`config.mk`:
```
export PLATFORM = sky130hd
export DESIGN_NAME = seq_slice_adder
export DESIGN_NICKNAME = d
export VERILOG_FILES = /design/src/rtl/seq_slice_adder.sv
export SDC_FILE = /design/constraint.sdc
export NUM_CORES = 1
export LEC_CHECK = 0
export CORE_MARGIN = 5
export CORE_UTILIZATION = 50
export CTS_CLUSTER_DIAMETER = 200
export DETAILED_ROUTE_END_ITERATION = 6
export PLACE_DENSITY_LB_ADDON = 0.1
export SYNTH_ARGS = -nofsm -noshare
export SYNTH_HDL_FRONTEND = slang
export SYNTH_SLANG_ARGS = --single-unit
```
`constraint.sdc`:
```
create_clock -name clk -period 4.72 [get_ports clk]
set_clock_uncertainty 0.2 [all_clocks]
set_input_delay 0.472 -clock clk [delete_from_list [all_inputs] [get_ports clk]]
set_output_delay 0.472 -clock clk [all_outputs]
set_load 0.01 [all_outputs]
```
`src/rtl/seq_slice_adder.sv`:
```
// Multi-cycle ripple adder: SLICE bits per clock, LSB first; optional subtract via SEQ_ADDER_SUB_EN.
// Latency: start accepted in cycle 0 -> done pulse in cycle NSLICE+1.
// Backpressure: ready=0 while running; start is ignored (not queued) until IDLE/DONE.
module seq_slice_adder #(
    parameter int WIDTH = 16,
    parameter int SLICE = 4
) (
    input  logic             clk,
    input  logic             rst,
    input  logic             start,
    input  logic [WIDTH-1:0] a,
    input  logic [WIDTH-1:0] b,
    input  logic             c_in,
`ifdef SEQ_ADDER_SUB_EN
    input  logic             sub,
`endif
    output logic             ready,
    output logic             done,
    output logic [WIDTH-1:0] sum,
    output logic             c_out,
    output logic             ovf
);

    localparam int NSLICE = WIDTH / SLICE;
    localparam int CW     = (NSLICE > 1) ? $clog2(NSLICE) : 1;
    localparam logic [CW-1:0] LAST = CW'(NSLICE - 1);

    typedef enum logic [1:0] {IDLE, RUN, DONE} state_t;

    state_t           state;
    logic [WIDTH-1:0] op_a;
    logic [WIDTH-1:0] op_b;
    logic [WIDTH-1:0] res;
    logic [CW-1:0]    cnt;
    logic             carry;

    logic [WIDTH-1:0] b_eff;
    logic             cin_eff;
    logic [SLICE:0]   slice_sum;
    logic             msb_cin;
    logic [WIDTH-1:0] res_next;

    // Subtraction is A + ~B + 1; the inversion is applied once at capture time.
    always_comb begin
`ifdef SEQ_ADDER_SUB_EN
        b_eff   = sub ? ~b : b;
        cin_eff = sub ? 1'b1 : c_in;
`else
        b_eff   = b;
        cin_eff = c_in;
`endif
    end

    // Operands shift right each cycle so the active slice always sits in the low bits.
    always_comb begin
        slice_sum = {1'b0, op_a[SLICE-1:0]} + {1'b0, op_b[SLICE-1:0]} + {{SLICE{1'b0}}, carry};
        msb_cin   = op_a[SLICE-1] ^ op_b[SLICE-1] ^ slice_sum[SLICE-1];
        res_next  = (res >> SLICE) | (WIDTH'(slice_sum[SLICE-1:0]) << (WIDTH - SLICE));
    end

    always_ff @(posedge clk) begin
        if (rst) begin
            state <= IDLE;
            ready <= 1'b1;
            done  <= 1'b0;
            sum   <= '0;
            c_out <= 1'b0;
            ovf   <= 1'b0;
            op_a  <= '0;
            op_b  <= '0;
            res   <= '0;
            cnt   <= '0;
            carry <= 1'b0;
        end else begin
            done <= 1'b0;
            case (state)
                IDLE, DONE: begin
                    if (start) begin
                        op_a  <= a;
                        op_b  <= b_eff;
                        carry <= cin_eff;
                        cnt   <= '0;
                        ready <= 1'b0;
                        state <= RUN;
                    end else begin
                        ready <= 1'b1;
                        state <= IDLE;
                    end
                end
                RUN: begin
                    op_a  <= op_a >> SLICE;
                    op_b  <= op_b >> SLICE;
                    res   <= res_next;
                    carry <= slice_sum[SLICE];
                    if (cnt == LAST) begin
                        // msb_cin is only meaningful here, where the current slice holds bit WIDTH-1.
                        sum   <= res_next;
                        c_out <= slice_sum[SLICE];
                        ovf   <= msb_cin ^ slice_sum[SLICE];
                        done  <= 1'b1;
                        ready <= 1'b1;
                        state <= DONE;
                    end else begin
                        cnt <= cnt + 1'b1;
                    end
                end
                default: begin
                    ready <= 1'b1;
                    state <= IDLE;
                end
            endcase
        end
    end

endmodule

```
* Word level (Yosys, flattened, before mapping) *
Cells that the tools add are included.

word-level totals
  RAM bits = 0
  register bits after elaboration = 73
  bits in read-only memories = 0
  memories = 0
  bits in latches = 0

operators by class
  reduce and logical (&&, ||, !) cells = 7
  bitwise logic cells = 5
  mux-type cells = 16
  multiply operators = 0
  add/sub/neg operators = 3
  magnitude comparators = 0
  shift operators = 0
  div/mod/pow operators = 0
  equality and inequality tests = 6

operators by type and width
  operator               number
  $pmux W16 S2           2
  $mux W16               2
  $or A12 B16 Y16        1
  $pmux W2 S2            2
  $mux W2                3
  $ne A2 B2 Y1 const B   3
  $add A4 B4 Y5          1
  $add A5 B1 Y5          1
  $mux W1                5
  $eq A2 B2 Y1 const B   2
  $pmux W1 S2            2
  $reduce_and A2 Y1      2
  $reduce_or A2 Y1       2
  $reduce_and A3 Y1      1
  $xor A1 B1 Y1          3
  $add A2 B1 Y2 const B  1
  $eq A2 B1 Y1 const B   1
  $logic_not A2 Y1       1
  $reduce_bool A2 Y1     1
  $not A1 Y1             1

* Depth between registers and ports, before layout *
Gate-level depths: netlist of run 1.

  word-level depth = 4
  depth in mapped cells = 7
  mapped depth without buffers = 7

* Worst setup path after synthesis of run 1 *
OpenSTA, ideal clock, no wires.

  path kind = register -> register
  from = register op_a[0]
  to = register ovf
  path slack = 2.818 ns
  arrival time = 1.569 ns
  cell stages (with the launch flop) = 8
  setup time = 0.133 ns
  required time = 4.387 ns
  cell sequence = dfxtp_1 -> fa_1 -> inv_1 -> fa_1 -> nand2b_1 -> a21oi_1 -> xor2_1 -> a211oi_2

between the ends
  word-level cells in the longest chain between the ends = 4

ends and longest elaborated chain
  item                    line  RTL
  from (decl)             31    logic [WIDTH-1:0] op_a;
  from (signal assigned)  91    op_a <= op_a >> SLICE;
  $add A4 B4 Y5 (*)       56    slice_sum = {1'b0, op_a[SLICE-1:0]} + {1'b0, op_b[SLICE-1:0]} + {{SLICE{1'b0}}, carry};
  $add A5 B1 Y5 (*)       56
  $xor A1 B1 Y1           57    msb_cin = op_a[SLICE-1] ^ op_b[SLICE-1] ^ slice_sum[SLICE-1];
  $xor A1 B1 Y1 (*)       99    ovf <= msb_cin ^ slice_sum[SLICE];
  to (signal assigned)    99
  to (decl)               21    output logic ovf

Every way passes the cells marked *; elsewhere a longest branch is shown, timed or not.
A chain may end at the register's enable or synchronous reset.

* Final worst setup path of run 1 *
  from = input start
  to = register carry

between the ends
  word-level cells in the longest chain between the ends = 2

ends and longest elaborated chain
  item                                line  RTL
  from (decl)                         10    input logic start,
  $ne A2 B2 Y1 (no source line)       --
  $reduce_and A2 Y1 (no source line)  --
  to (signal assigned)                81    carry <= cin_eff;
  to (signal assigned)                94    carry <= slice_sum[SLICE];
  to (decl)                           35    logic carry;

No other way between the ends.

==> reports/metrics.cfg, run 1 <==
[outcome]
status = completed

[setup_path]
critical_path.reg2reg.endpoint = ovf
max_stage_delay_ns = 0.93
ff2ff_setup_slack_ns = 2.59
critical_path_arrival_ns = 2.34
worst_path_max_delay_cell = sky130_fd_sc_hd__nor2b_4
worstPathRequired_ns = 4.73
critPathKind = primary input to flip-flop
critical_path.startpoint_type = primary input
endpoint_kind = flip-flop
timing.critical_path.fanout_max = 39
rr_worst_depth = 7
cp-endpoint = carry
startpoint = start
worstReg2RegStart = op_a[0]
path_cells = clkdlybuf4s50_1 -> nor2b_4 -> nor2_4 -> a22oi_1 -> a21oi_1

[yosys]
synth_fp_nets = 351
yosysTopAreaCellShare_pct = 48.3
post_synth.cell_area_avg_um2 = 9.25
yosysWarningCount = 0
netlist_top_cells_area = sky130_fd_sc_hd__dfxtp_1, sky130_fd_sc_hd__mux2i_1, sky130_fd_sc_hd__a211oi_1
synth.ff_latch_count = 69
synth.yosys.seq_area_share_pct = 48.3
combined_area_of_all_synthesized_cells_mm2 = 0.00286
netlist.top_cell.by_area = sky130_fd_sc_hd__dfxtp_1
synth.lib_cells_used.distinct = 33
synthCells = 309

[grt]
vias_in_the_first_global_route = 2099
grt_pass1_wl_mm = 9.57
grt_antenna_before_repair = 0
grt_util_all_layers_pct = 16.3
grt_start_max_net_pins = 61
globalRoute.totalOverflow = 0

[power_and_ir_drop]
power.density_mw_per_mm2 = 362
power_leakage_nw = 1.32
peak_vdd_ir_mv = 0.172
total_power_mw = 1.29

[clock_tree]
clkLatencyLatePin_ns = 0.34
cts_htree_levels = 3
cts.hold.buffers_added = 0
cts_post_setup_buffers_inserted = 0
cts_root_buf = sky130_fd_sc_hd__clkbuf_8
clock_tree_from_tritoncts = yes
numCtsBuffers = 9
clk_transition_reported_paths_ns = 0.07
total_of_cells_resized_after_clock_tree_synthesis = 0
max-clock-path-buffers = 2
numClockSinks = 69

[floorplan]
num_rows = 27
dieHeight_um = 85.6
design.core.area_mm2 = 0.00554
floorplan.initialDensity_pct = 51.6
die_area_mm2 = 0.00733
die-width_um = 85.6
number_of_i_o_pins = 56

[place]
port_buffers = 55
place_area_mm2 = 0.00335
placed_cells = 412
detailedPlacementHpwl_mm = 3.79
gp_routability_congestion = 0.776

[drt]
vias_per_cell = 5.19
drc_errors = 0
num_vias = 2222
totalWireLength_mm = 5.72
routedWlPerCell_um = 13.4
ant_nets = 0
drt_pre_antenna_iters = 4
dr.first_iter.drc_count = 108

[sta]
peak_clock_frequency_supported_by_timing_mhz = 428
finalCriticalPeriod_ns = 2.33
timing.final.crit_share_pct = 49.5
finalHoldViolations = 0
totalNegativeSetupSlack_ns = 0
number_of_setup_violations_in_the_final_report = 0
worst_slew_pin_slew_ns = 1.17
timing.slew.headroom_pct = 21.6
rsz_0062_raised_after_global_routing = false
final_max_slew_viols = 0

[layout]
layout.cell_area.non_filler_mm2 = 0.00356
post_route_cells_drive_above_1_share_pct = 10.4
finalNonFillerCells = 428
nFillCells = 500
num_antenna_cells = 0
fin_nets = 393
flow.area_growth_from_synthesis_pct = 24.6

[hold_path]
hold_class = flip-flop to flip-flop

[run]
max-cap-violations = 0

-- where the power goes --
| part | switching (mW) | internal, mW | leakage, nW | total [mW] |
|---|---|---|---|---|
| sequential | 0.0208 | 0.615 | 0.564 | 0.636 |
| clock | 0.209 | 0.285 | 0.112 | 0.494 |
| combinational | 0.0823 | 0.0777 | 0.644 | 0.160 |
-- state kept, by name (all words and copies together), names as in the netlist --
register,cells
op_a,16
c_out,1
sum,16
done,1
op_b,16
res,12
ready,1
carry,1
cnt,2
state,2
ovf,1
-- stage by stage --
step | hold WS (ns) | setup slack, ns | utilization (%)
floorplan | 0.232 | 2.82 | -
global placement | 0.244 | 2.06 | 60.5
detailed placement | 0.246 | 2.04 | 60.5
CTS | 0.256 | 2.39 | 64.3
global route | 0.277 | 2.23 | 64.3
finish | 0.254 | 2.39 | 64.3
-- layout make-up --
type | instances | area, um^2 | area share, %
Inverter | 3 | 11.3 | 0.316
Timing Repair Buffer | 56 | 553 | 15.5
Sequential cell | 69 | 1380 | 38.8
Clock inverter | 4 | 45.0 | 1.26
Tap cell | 72 | 90.1 | 2.53
Clock buffer | 12 | 165 | 4.64
Multi-Input combinational cell | 212 | 1320 | 36.9
-- worst min-delay path by stage --
stage                         to    from  slack (ns)  cells after the start
after CTS                 sum[0]  sum[0]        0.26                      2
after floorplan           sum[0]  res[4]        0.23                      2
after global routing      res[7]  res[7]        0.28                      2
after global placement    sum[2]  sum[2]        0.24                      2
final                     sum[0]  sum[0]        0.25                      2
after detailed placement  sum[0]  sum[0]        0.25                      2
-- critical path, delay by kind of cell --
kind            cells  cell delay [ns]
buf+inv             1             0.46
simple gates        2             1.08
compound gates      2             0.30
-- kinds of logic (layout without fill, tap and decap cells) --
logic type      Yosys count  count (layout)  share of synthesized area, %
simple gates            112             112                          16.8
compound gates           69              69                          17.1
flops                    69              69                          48.3
buf+inv                  28              75                          6.04
mux                      22              22                          7.70
fa+ha+maj                 6               6                          3.15
xor+xnor                  3               3                         0.919
-- cells in the final DEF, fill, tap and decap left out, types with 2 or more instances in the layout --
cell type,netlist,routed
sky130_fd_sc_hd__dfxtp_1,69,69
sky130_fd_sc_hd__clkdlybuf4s50_1,0,54
sky130_fd_sc_hd__nand2_1,47,47
sky130_fd_sc_hd__nor2_1,47,47
sky130_fd_sc_hd__a211oi_1,26,26
sky130_fd_sc_hd__mux2i_1,22,22
sky130_fd_sc_hd__a21oi_1,20,20
sky130_fd_sc_hd__clkbuf_8,0,12
sky130_fd_sc_hd__a21oi_2,9,9
sky130_fd_sc_hd__a22oi_1,9,9
sky130_fd_sc_hd__nor3_1,5,5
sky130_fd_sc_hd__ha_1,4,4
sky130_fd_sc_hd__inv_1,3,3
sky130_fd_sc_hd__nand2_2,3,3
sky130_fd_sc_hd__clkinv_2,0,3
sky130_fd_sc_hd__nor2b_4,1,2
sky130_fd_sc_hd__nor3b_1,2,2
sky130_fd_sc_hd__xor2_1,2,2
sky130_fd_sc_hd__nand3b_1,2,2
sky130_fd_sc_hd__fa_1,2,2
-- synth_stat cells --
cell type / n
sky130_fd_sc_hd__nand2_1: 47
sky130_fd_sc_hd__nor2_1: 47
sky130_fd_sc_hd__nor2_4: 1
sky130_fd_sc_hd__buf_12: 1
sky130_fd_sc_hd__mux2i_1: 22
sky130_fd_sc_hd__fa_1: 2
sky130_fd_sc_hd__a21oi_1: 20
sky130_fd_sc_hd__and2_4: 1
sky130_fd_sc_hd__xor2_1: 2
sky130_fd_sc_hd__buf_4: 2
sky130_fd_sc_hd__nor3b_1: 2
sky130_fd_sc_hd__buf_2: 8
sky130_fd_sc_hd__dfxtp_1: 69
sky130_fd_sc_hd__a211oi_2: 1
sky130_fd_sc_hd__xnor2_1: 1
sky130_fd_sc_hd__buf_6: 3
sky130_fd_sc_hd__a21oi_2: 9
sky130_fd_sc_hd__a211oi_1: 26
sky130_fd_sc_hd__ha_1: 4
sky130_fd_sc_hd__o31ai_1: 1
sky130_fd_sc_hd__nor2b_1: 1
sky130_fd_sc_hd__o21bai_1: 1
sky130_fd_sc_hd__nor2b_4: 1
sky130_fd_sc_hd__nand2_2: 3
sky130_fd_sc_hd__clkbuf_1: 10
sky130_fd_sc_hd__buf_8: 1
sky130_fd_sc_hd__nand3b_1: 2
sky130_fd_sc_hd__o31ai_2: 1
sky130_fd_sc_hd__a21o_1: 1
sky130_fd_sc_hd__inv_1: 3
sky130_fd_sc_hd__nor3_1: 5
sky130_fd_sc_hd__a22oi_1: 9
sky130_fd_sc_hd__nand2b_1: 2
-- metal layers --
layer	track usage [%]	vias to the layer above	part of all wire, %
met4	8.63	0	2.0
met5	0	-	0
met3	3.17	8	4.8
met2	26.0	48	46
li1	-	1141	-
met1	20.8	1025	47
Power figures use the tool's default switching activity.
==> run 2, diff against run 1 <==
==> constraint.sdc (replaced) <==
create_clock -name clk -period 2.35 [get_ports clk]
set_clock_uncertainty 0.2 [all_clocks]
set_input_delay 0.235 -clock clk [delete_from_list [all_inputs] [get_ports clk]]
set_output_delay 0.235 -clock clk [all_outputs]
set_load 0.01 [all_outputs]
==> run 2 against run 1 <==
Largest power group unchanged. Cell count grew 0.47%. Global-route usage grew 0.35 points. Highest routed layer unchanged. Sequential cell count is the same. Combinational power grew 110%. Sequential share of layout area shrank 0.40 points. Die area is the same. Cell area grew 1.1%. Routed wire length grew 0.58%. Hold slack lost 0.14 ns. Sequential power grew 100%.
==> reports/metrics.cfg, run 2 (synthesis results as in run 1) <==
[outcome]
status = completed

[floorplan]
num_rows = 27  ; unchanged
design.core.area_mm2 = 0.00554  ; unchanged
dieHeight_um = 85.6  ; unchanged
number_of_i_o_pins = 56  ; unchanged
die_area_mm2 = 0.00733  ; unchanged
floorplan.initialDensity_pct = 51.6  ; unchanged
die-width_um = 85.6  ; unchanged

[grt]
grt_antenna_before_repair = 0  ; unchanged
globalRoute.totalOverflow = 0  ; unchanged
grt_start_max_net_pins = 43  ; -30%
global_route.usage.met1_pct = 19.6  ; -1.2 points
grt_util_all_layers_pct = 16.6  ; +0.35 points
global_route.usage.met3_pct = 4.71  ; +1.5 points
use_met2_pct = 27.0  ; +0.99 points
grt_pass1_wl_mm = 9.72  ; +1.6%
vias_in_the_first_global_route = 2144  ; +2.1%
grt_busiest_layer = met2

[clock_tree]
clock_tree_from_tritoncts = yes
cts_htree_levels = 3  ; unchanged
cts_post_setup_buffers_inserted = 0  ; unchanged
numClockSinks = 69  ; unchanged
numCtsBuffers = 9  ; unchanged
clk_transition_reported_paths_ns = 0.07  ; about the same
cts_root_buf = sky130_fd_sc_hd__clkbuf_8
clkLatencyLatePin_ns = 0.34  ; about the same
total_of_cells_resized_after_clock_tree_synthesis = 0  ; unchanged
cts.hold.buffers_added = 0  ; unchanged
max-clock-path-buffers = 2  ; unchanged

[setup_path]
path_cells = fa_1 -> inv_1 -> fa_1 -> nand2b_1 -> a21oi_1 -> xor2_1 -> a211oi_2
critPathKind = flip-flop to flip-flop
critical_path_arrival_ns = 2.12  ; -0.22 ns
timing.critical_path.fanout_max = 3  ; -92%
ff2ff_setup_slack_ns = 0.29  ; -2.30 ns
critical_path.startpoint_type = flip-flop
path_buf_inv = 1  ; unchanged
rr_worst_depth = 7  ; unchanged
worstReg2RegStart = op_a[0]
endpoint_kind = flip-flop
worstPathRequired_ns = 2.42  ; -2.31 ns
critPathTopFamily = adder cells
worst_path_most_repeated_cell = sky130_fd_sc_hd__fa_1
worst_path_max_delay_cell = sky130_fd_sc_hd__fa_1
max_stage_delay_ns = 0.40  ; -0.53 ns
critical_path.reg2reg.endpoint = ovf

[power_and_ir_drop]
power.density_mw_per_mm2 = 703  ; +94%
power_leakage_nw = 1.33  ; +1.0%
power.net_switching_uw = 620  ; +98%
pwr-share-clk_pct = 36.2  ; -2.1 points
power.share.combinational_pct = 13.5  ; +1.1 points
pwr-share-seq_pct = 50.3  ; +1.0 points
power_report.internal_total_mw = 1.91  ; +96%
p_sw_share_pct = 24.5  ; +0.27 points
peak_vdd_ir_mv = 0.359  ; +110%
total_power_mw = 2.53  ; +96%

[place]
place_area_mm2 = 0.00342  ; +2.0%
placed_cells = 416  ; +0.97%
gp_routability_congestion = 0.801  ; +3.2%
detailedPlacementHpwl_mm = 3.92  ; +3.4%
port_buffers = 55  ; unchanged

[layout]
layout.cell_area.non_filler_mm2 = 0.00360  ; +1.1%
finalNonFillerCells = 430  ; +0.47%
num_antenna_cells = 0  ; unchanged
mostFrequentLayoutCells = sky130_fd_sc_hd__dfxtp_1, sky130_fd_sc_hd__clkdlybuf4s50_1, sky130_fd_sc_hd__nand2_1, sky130_fd_sc_hd__nor2_1, sky130_fd_sc_hd__a211oi_1
most_common_cell_after_layout_fill_and_taps_aside = sky130_fd_sc_hd__dfxtp_1
utilization_after_layout_pct = 65.0  ; +0.68 points
fin_nets = 397  ; +1.0%
largestRegisters = op_a (16), op_b (16), sum (16)
post_route_cells_drive_above_1_share_pct = 10.3  ; -0.058 points
flow.area_growth_from_synthesis_pct = 25.9

[hold_path]
hold_path.startpoint = rst
hold_class = primary input to flip-flop
whs_endpoint = op_b[12]
worst_hold_path.num_cells = 2  ; unchanged

[sta]
timing.final.crit_share_pct = 87.5
rsz_0062_raised_after_global_routing = false
totalNegativeSetupSlack_ns = 0  ; unchanged
peak_clock_frequency_supported_by_timing_mhz = 486
timing.slew.headroom_pct = 70.5  ; +49 points
worst_slew_pin_slew_ns = 0.442  ; -0.732 ns
final_max_slew_viols = 0  ; unchanged
finalCriticalPeriod_ns = 2.06
number_of_setup_violations_in_the_final_report = 0  ; unchanged
finalHoldViolations = 0  ; unchanged

[drt]
num_vias = 2218  ; -0.18%
routedWlPerCell_um = 13.4  ; +0.11%
ant_nets = 0  ; unchanged
drt_pre_antenna_iters = 4  ; unchanged
totalWireLength_mm = 5.75  ; +0.58%
vias_per_cell = 5.16  ; -0.64%
dr.first_iter.drc_count = 81  ; -25%
drc_errors = 0  ; unchanged

[run]
max-cap-violations = 0  ; unchanged

## run 2: cell count changes in the layout (fill, tap and decap cells not counted)
cell / before / now
sky130_fd_sc_hd__buf_12: 0 / 3
sky130_fd_sc_hd__buf_4: 1 / 2
sky130_fd_sc_hd__clkbuf_1: 0 / 2
sky130_fd_sc_hd__clkbuf_8: 12 / 10
sky130_fd_sc_hd__clkinv_2: 3 / 1
## run 2: layout make-up
cell class | count | area (um^2)
clock inverters | 2 | 35.0
multi-input cells | 212 | 1320
clock buffers | 12 | 145
repair buffers | 60 | 621
well taps | 72 | 90.1
flip-flops and latches | 69 | 1380
inverters | 3 | 11.3
fillers | 497 | 1940
## run 2: how the worst max path moves through the flow
stage               startpoint   to  cells after the start
finish                 op_a[0]  ovf                      7
CTS                    op_a[0]  ovf                      7
global placement       op_a[0]  ovf                      7
detailed placement     op_a[0]  ovf                      7
global route           op_a[0]  ovf                      7
floorplan              op_a[0]  ovf                      7
## run 2: per-layer routing
metal | up-vias | share of wire [%]
li1 | 1146 | -
met1 | 1013 | 45
met2 | 48 | 46
met3 | 11 | 6.2
met4 | 0 | 2.9
met5 | - | 0
## run 2: worst reg2reg max path, stage by stage, from the launching register on
cell	delay [ns]
sky130_fd_sc_hd__dfxtp_1	0.37
sky130_fd_sc_hd__fa_1	0.22
sky130_fd_sc_hd__inv_1	0.06
sky130_fd_sc_hd__fa_1	0.40
sky130_fd_sc_hd__nand2b_1	0.16
sky130_fd_sc_hd__a21oi_1	0.24
sky130_fd_sc_hd__xor2_1	0.12
sky130_fd_sc_hd__a211oi_2	0.21
## run 2: through the flow
step | worst slack [ns] | hold slack, ns
2_1_floorplan | 0.448 | 0.196
3_3_place_gp | 0.400 | 0.243
3_5_place_dp | 0.326 | 0.248
4_1_cts | 0.298 | 0.102
5_1_grt | 0.153 | 0.121
6_report | 0.294 | 0.111
## run 2: power groups by stage
stage               clock (mW)  sequential (mW)  combinational (mW)
global route             0.980             1.28               0.381
detailed placement           0             1.30               0.342
floorplan                    0             1.29               0.234
finish                   0.916             1.27               0.341
global placement             0             1.30               0.336
CTS                      0.932             1.27               0.345
==> run 3, diff against run 2 <==
--- a/config.mk
+++ b/config.mk
@@ -9,6 +9,7 @@
 export CORE_UTILIZATION = 50
 export CTS_CLUSTER_DIAMETER = 200
 export DETAILED_ROUTE_END_ITERATION = 6
+export DONT_BUFFER_PORTS = 1
 export PLACE_DENSITY_LB_ADDON = 0.1
 export SYNTH_ARGS = -nofsm -noshare
 export SYNTH_HDL_FRONTEND = slang
==> run 3 against run 2 <==
Non-clock buffer count down 20. Sequential share of layout area up 2.4 points. Count of clock-buffer cells in the layout up 4. Combinational power down 5.9%. Die area unchanged. Sequential cell count unchanged. Via count down 2.4%. Hold slack worse by 0.077 ns. First-iteration DRC count down 7.4%. Critical path type unchanged. Critical endpoint unchanged. Highest routed layer unchanged.
==> reports/metrics.cfg, run 3 (synthesis results as in run 1) <==
[layout]
finalNonFillerCells = 412  ; -4.2%
layout.cell_area.non_filler_mm2 = 0.00339  ; -5.8%
num_antenna_cells = 0  ; unchanged
post_route_cells_drive_above_1_share_pct = 11.5  ; +1.1 points
flow.area_growth_from_synthesis_pct = 18.6
most_common_cell_after_layout_fill_and_taps_aside = sky130_fd_sc_hd__dfxtp_1
mostFrequentLayoutCells = sky130_fd_sc_hd__dfxtp_1, sky130_fd_sc_hd__nand2_1, sky130_fd_sc_hd__nor2_1, sky130_fd_sc_hd__dlygate4sd3_1, sky130_fd_sc_hd__a211oi_1
fin_nets = 377  ; -5.0%
largestRegisters = op_a (16), op_b (16), sum (16)

[floorplan]
floorplan.initialDensity_pct = 51.6  ; unchanged
num_rows = 27  ; unchanged
number_of_i_o_pins = 56  ; unchanged
design.core.area_mm2 = 0.00554  ; unchanged
dieHeight_um = 85.6  ; unchanged
die-width_um = 85.6  ; unchanged
die_area_mm2 = 0.00733  ; unchanged

[place]
place_area_mm2 = 0.00284  ; -17%
placed_cells = 362  ; -13%
gp_routability_congestion = 0.829  ; +3.5%
detailedPlacementHpwl_mm = 3.78  ; -3.5%
port_buffers = 0  ; -100%

[drt]
ant_nets = 0  ; unchanged
dr.first_iter.drc_count = 75  ; -7.4%
drc_errors = 0  ; unchanged
drt_pre_antenna_iters = 4  ; unchanged
totalWireLength_mm = 6.11  ; +6.3%
num_vias = 2165  ; -2.4%
vias_per_cell = 5.25  ; +1.9%
routedWlPerCell_um = 14.8  ; +11%

[hold_path]
hold_class = primary input to flip-flop
hold_path.startpoint = rst

[outcome]
status = completed

[clock_tree]
clkLatencyLatePin_ns = 0.34  ; about the same
cts_htree_levels = 3  ; unchanged
total_of_cells_resized_after_clock_tree_synthesis = 0  ; unchanged
max-clock-path-buffers = 2  ; unchanged
clk_transition_reported_paths_ns = 0.07  ; about the same
numCtsBuffers = 9  ; unchanged
numClockSinks = 69  ; unchanged
clock_tree_from_tritoncts = yes
cts_root_buf = sky130_fd_sc_hd__clkbuf_8

[sta]
finalCriticalPeriod_ns = 2.10  ; +0.0481 ns
rsz_0062_raised_after_global_routing = false
finalHoldViolations = 0  ; unchanged
totalNegativeSetupSlack_ns = 0  ; unchanged
timing.slew.headroom_pct = 69.5  ; -1.0 points
timing.final.crit_share_pct = 89.5  ; +2.0 points
worst_slew_pin_slew_ns = 0.457  ; +0.0155 ns
number_of_setup_violations_in_the_final_report = 0  ; unchanged
final_max_slew_viols = 0  ; unchanged
peak_clock_frequency_supported_by_timing_mhz = 475  ; -2.3%

[power_and_ir_drop]
power.density_mw_per_mm2 = 741  ; +5.3%
peak_vdd_ir_mv = 0.415  ; +16%
power_leakage_nw = 1.27  ; -4.5%

[grt]
globalRoute.totalOverflow = 0  ; unchanged
grt_pass1_wl_mm = 10.3  ; +6.3%
grt_start_max_net_pins = 72  ; +67%
vias_in_the_first_global_route = 2142  ; -0.093%
grt_antenna_before_repair = 0  ; unchanged
grt_util_all_layers_pct = 17.9  ; +1.3 points

[setup_path]
worstPathRequired_ns = 2.41  ; about the same
endpoint_kind = flip-flop
critical_path_arrival_ns = 2.16  ; +0.04 ns
critical_path.startpoint_type = flip-flop
critPathKind = flip-flop to flip-flop
timing.critical_path.fanout_max = 3  ; unchanged
startpoint = op_a[0]
worstReg2RegStart = op_a[0]
ff2ff_setup_slack_ns = 0.25  ; -0.05 ns

[run]
max-cap-violations = 0  ; unchanged

==> run 3: changes by cell type in the layout (fill, tap and decap cells not counted), moves of 3 or more <==
cell	delta
sky130_fd_sc_hd__clkbuf_8	+3
sky130_fd_sc_hd__buf_4	+4
sky130_fd_sc_hd__clkdlybuf4s50_1	-54
sky130_fd_sc_hd__buf_12	-3
sky130_fd_sc_hd__dlygate4sd3_1	+33
==> run 3: per-stage QoR <==
step | power [mW] | utilization, % | hold WS [ns] | setup WS, ns
2_1_floorplan | 1.52 | - | 0.196 | 0.448
3_3_place_gp | 1.55 | 51.3 | 0.104 | 0.373
3_5_place_dp | 1.55 | 51.3 | 0.106 | 0.265
4_1_cts | 2.53 | 61.2 | 0.0439 | 0.236
5_1_grt | 2.63 | 61.2 | 0.0561 | 0.134
6_report | 2.51 | 61.2 | 0.0334 | 0.246
==> run 3: final timing paths <==
kind / cells after the start / endpoint
setup / recovery: 7 / ovf
hold / removal: 2 / sum[4]
setup reg to reg: 7 / ovf
hold reg to reg: 2 / sum[1]
==> run 3: layout make-up <==
| class | instances | area, um^2 |
|---|---|---|
| fill | 494 | 2150 |
| sequential | 69 | 1380 |
| multi-input combinational | 212 | 1320 |
| timing repair buffer | 40 | 403 |
| clock buffer | 16 | 190 |
| tap | 72 | 90.1 |
| inverter | 3 | 11.3 |
==> run 3: repair_timing <==
item | 4_1_cts | 5_1_grt
hold buffers | 34 | 0
buffers inserted | 0 | 0
hold endpoints to repair | 69 | 0
==> run 3: worst max-delay path, stage by stage (launching register included) <==
cell                       delay, ns
sky130_fd_sc_hd__dfxtp_1        0.37
sky130_fd_sc_hd__fa_1           0.22
sky130_fd_sc_hd__inv_1          0.06
sky130_fd_sc_hd__fa_1           0.40
sky130_fd_sc_hd__nand2b_1       0.16
sky130_fd_sc_hd__a21oi_1        0.27
sky130_fd_sc_hd__xor2_1         0.13
sky130_fd_sc_hd__a211oi_2       0.22
==> run 3: where the power goes <==
group	internal [mW]	total, mW	switching (mW)
clock network	0.501	0.915	0.414
logic	0.151	0.321	0.170
registers	1.23	1.28	0.0413
==> run 3: per-layer routing <==
layer,share of wire (%),up-vias,global-route usage (%),routed length [um]
met4,1.7,0,8.63,102
li1,-,1107,-,-
met1,45,1000,21.4,2740
met5,0,-,0,0
met3,4.5,10,4.61,272
met2,49,48,30.0,3000
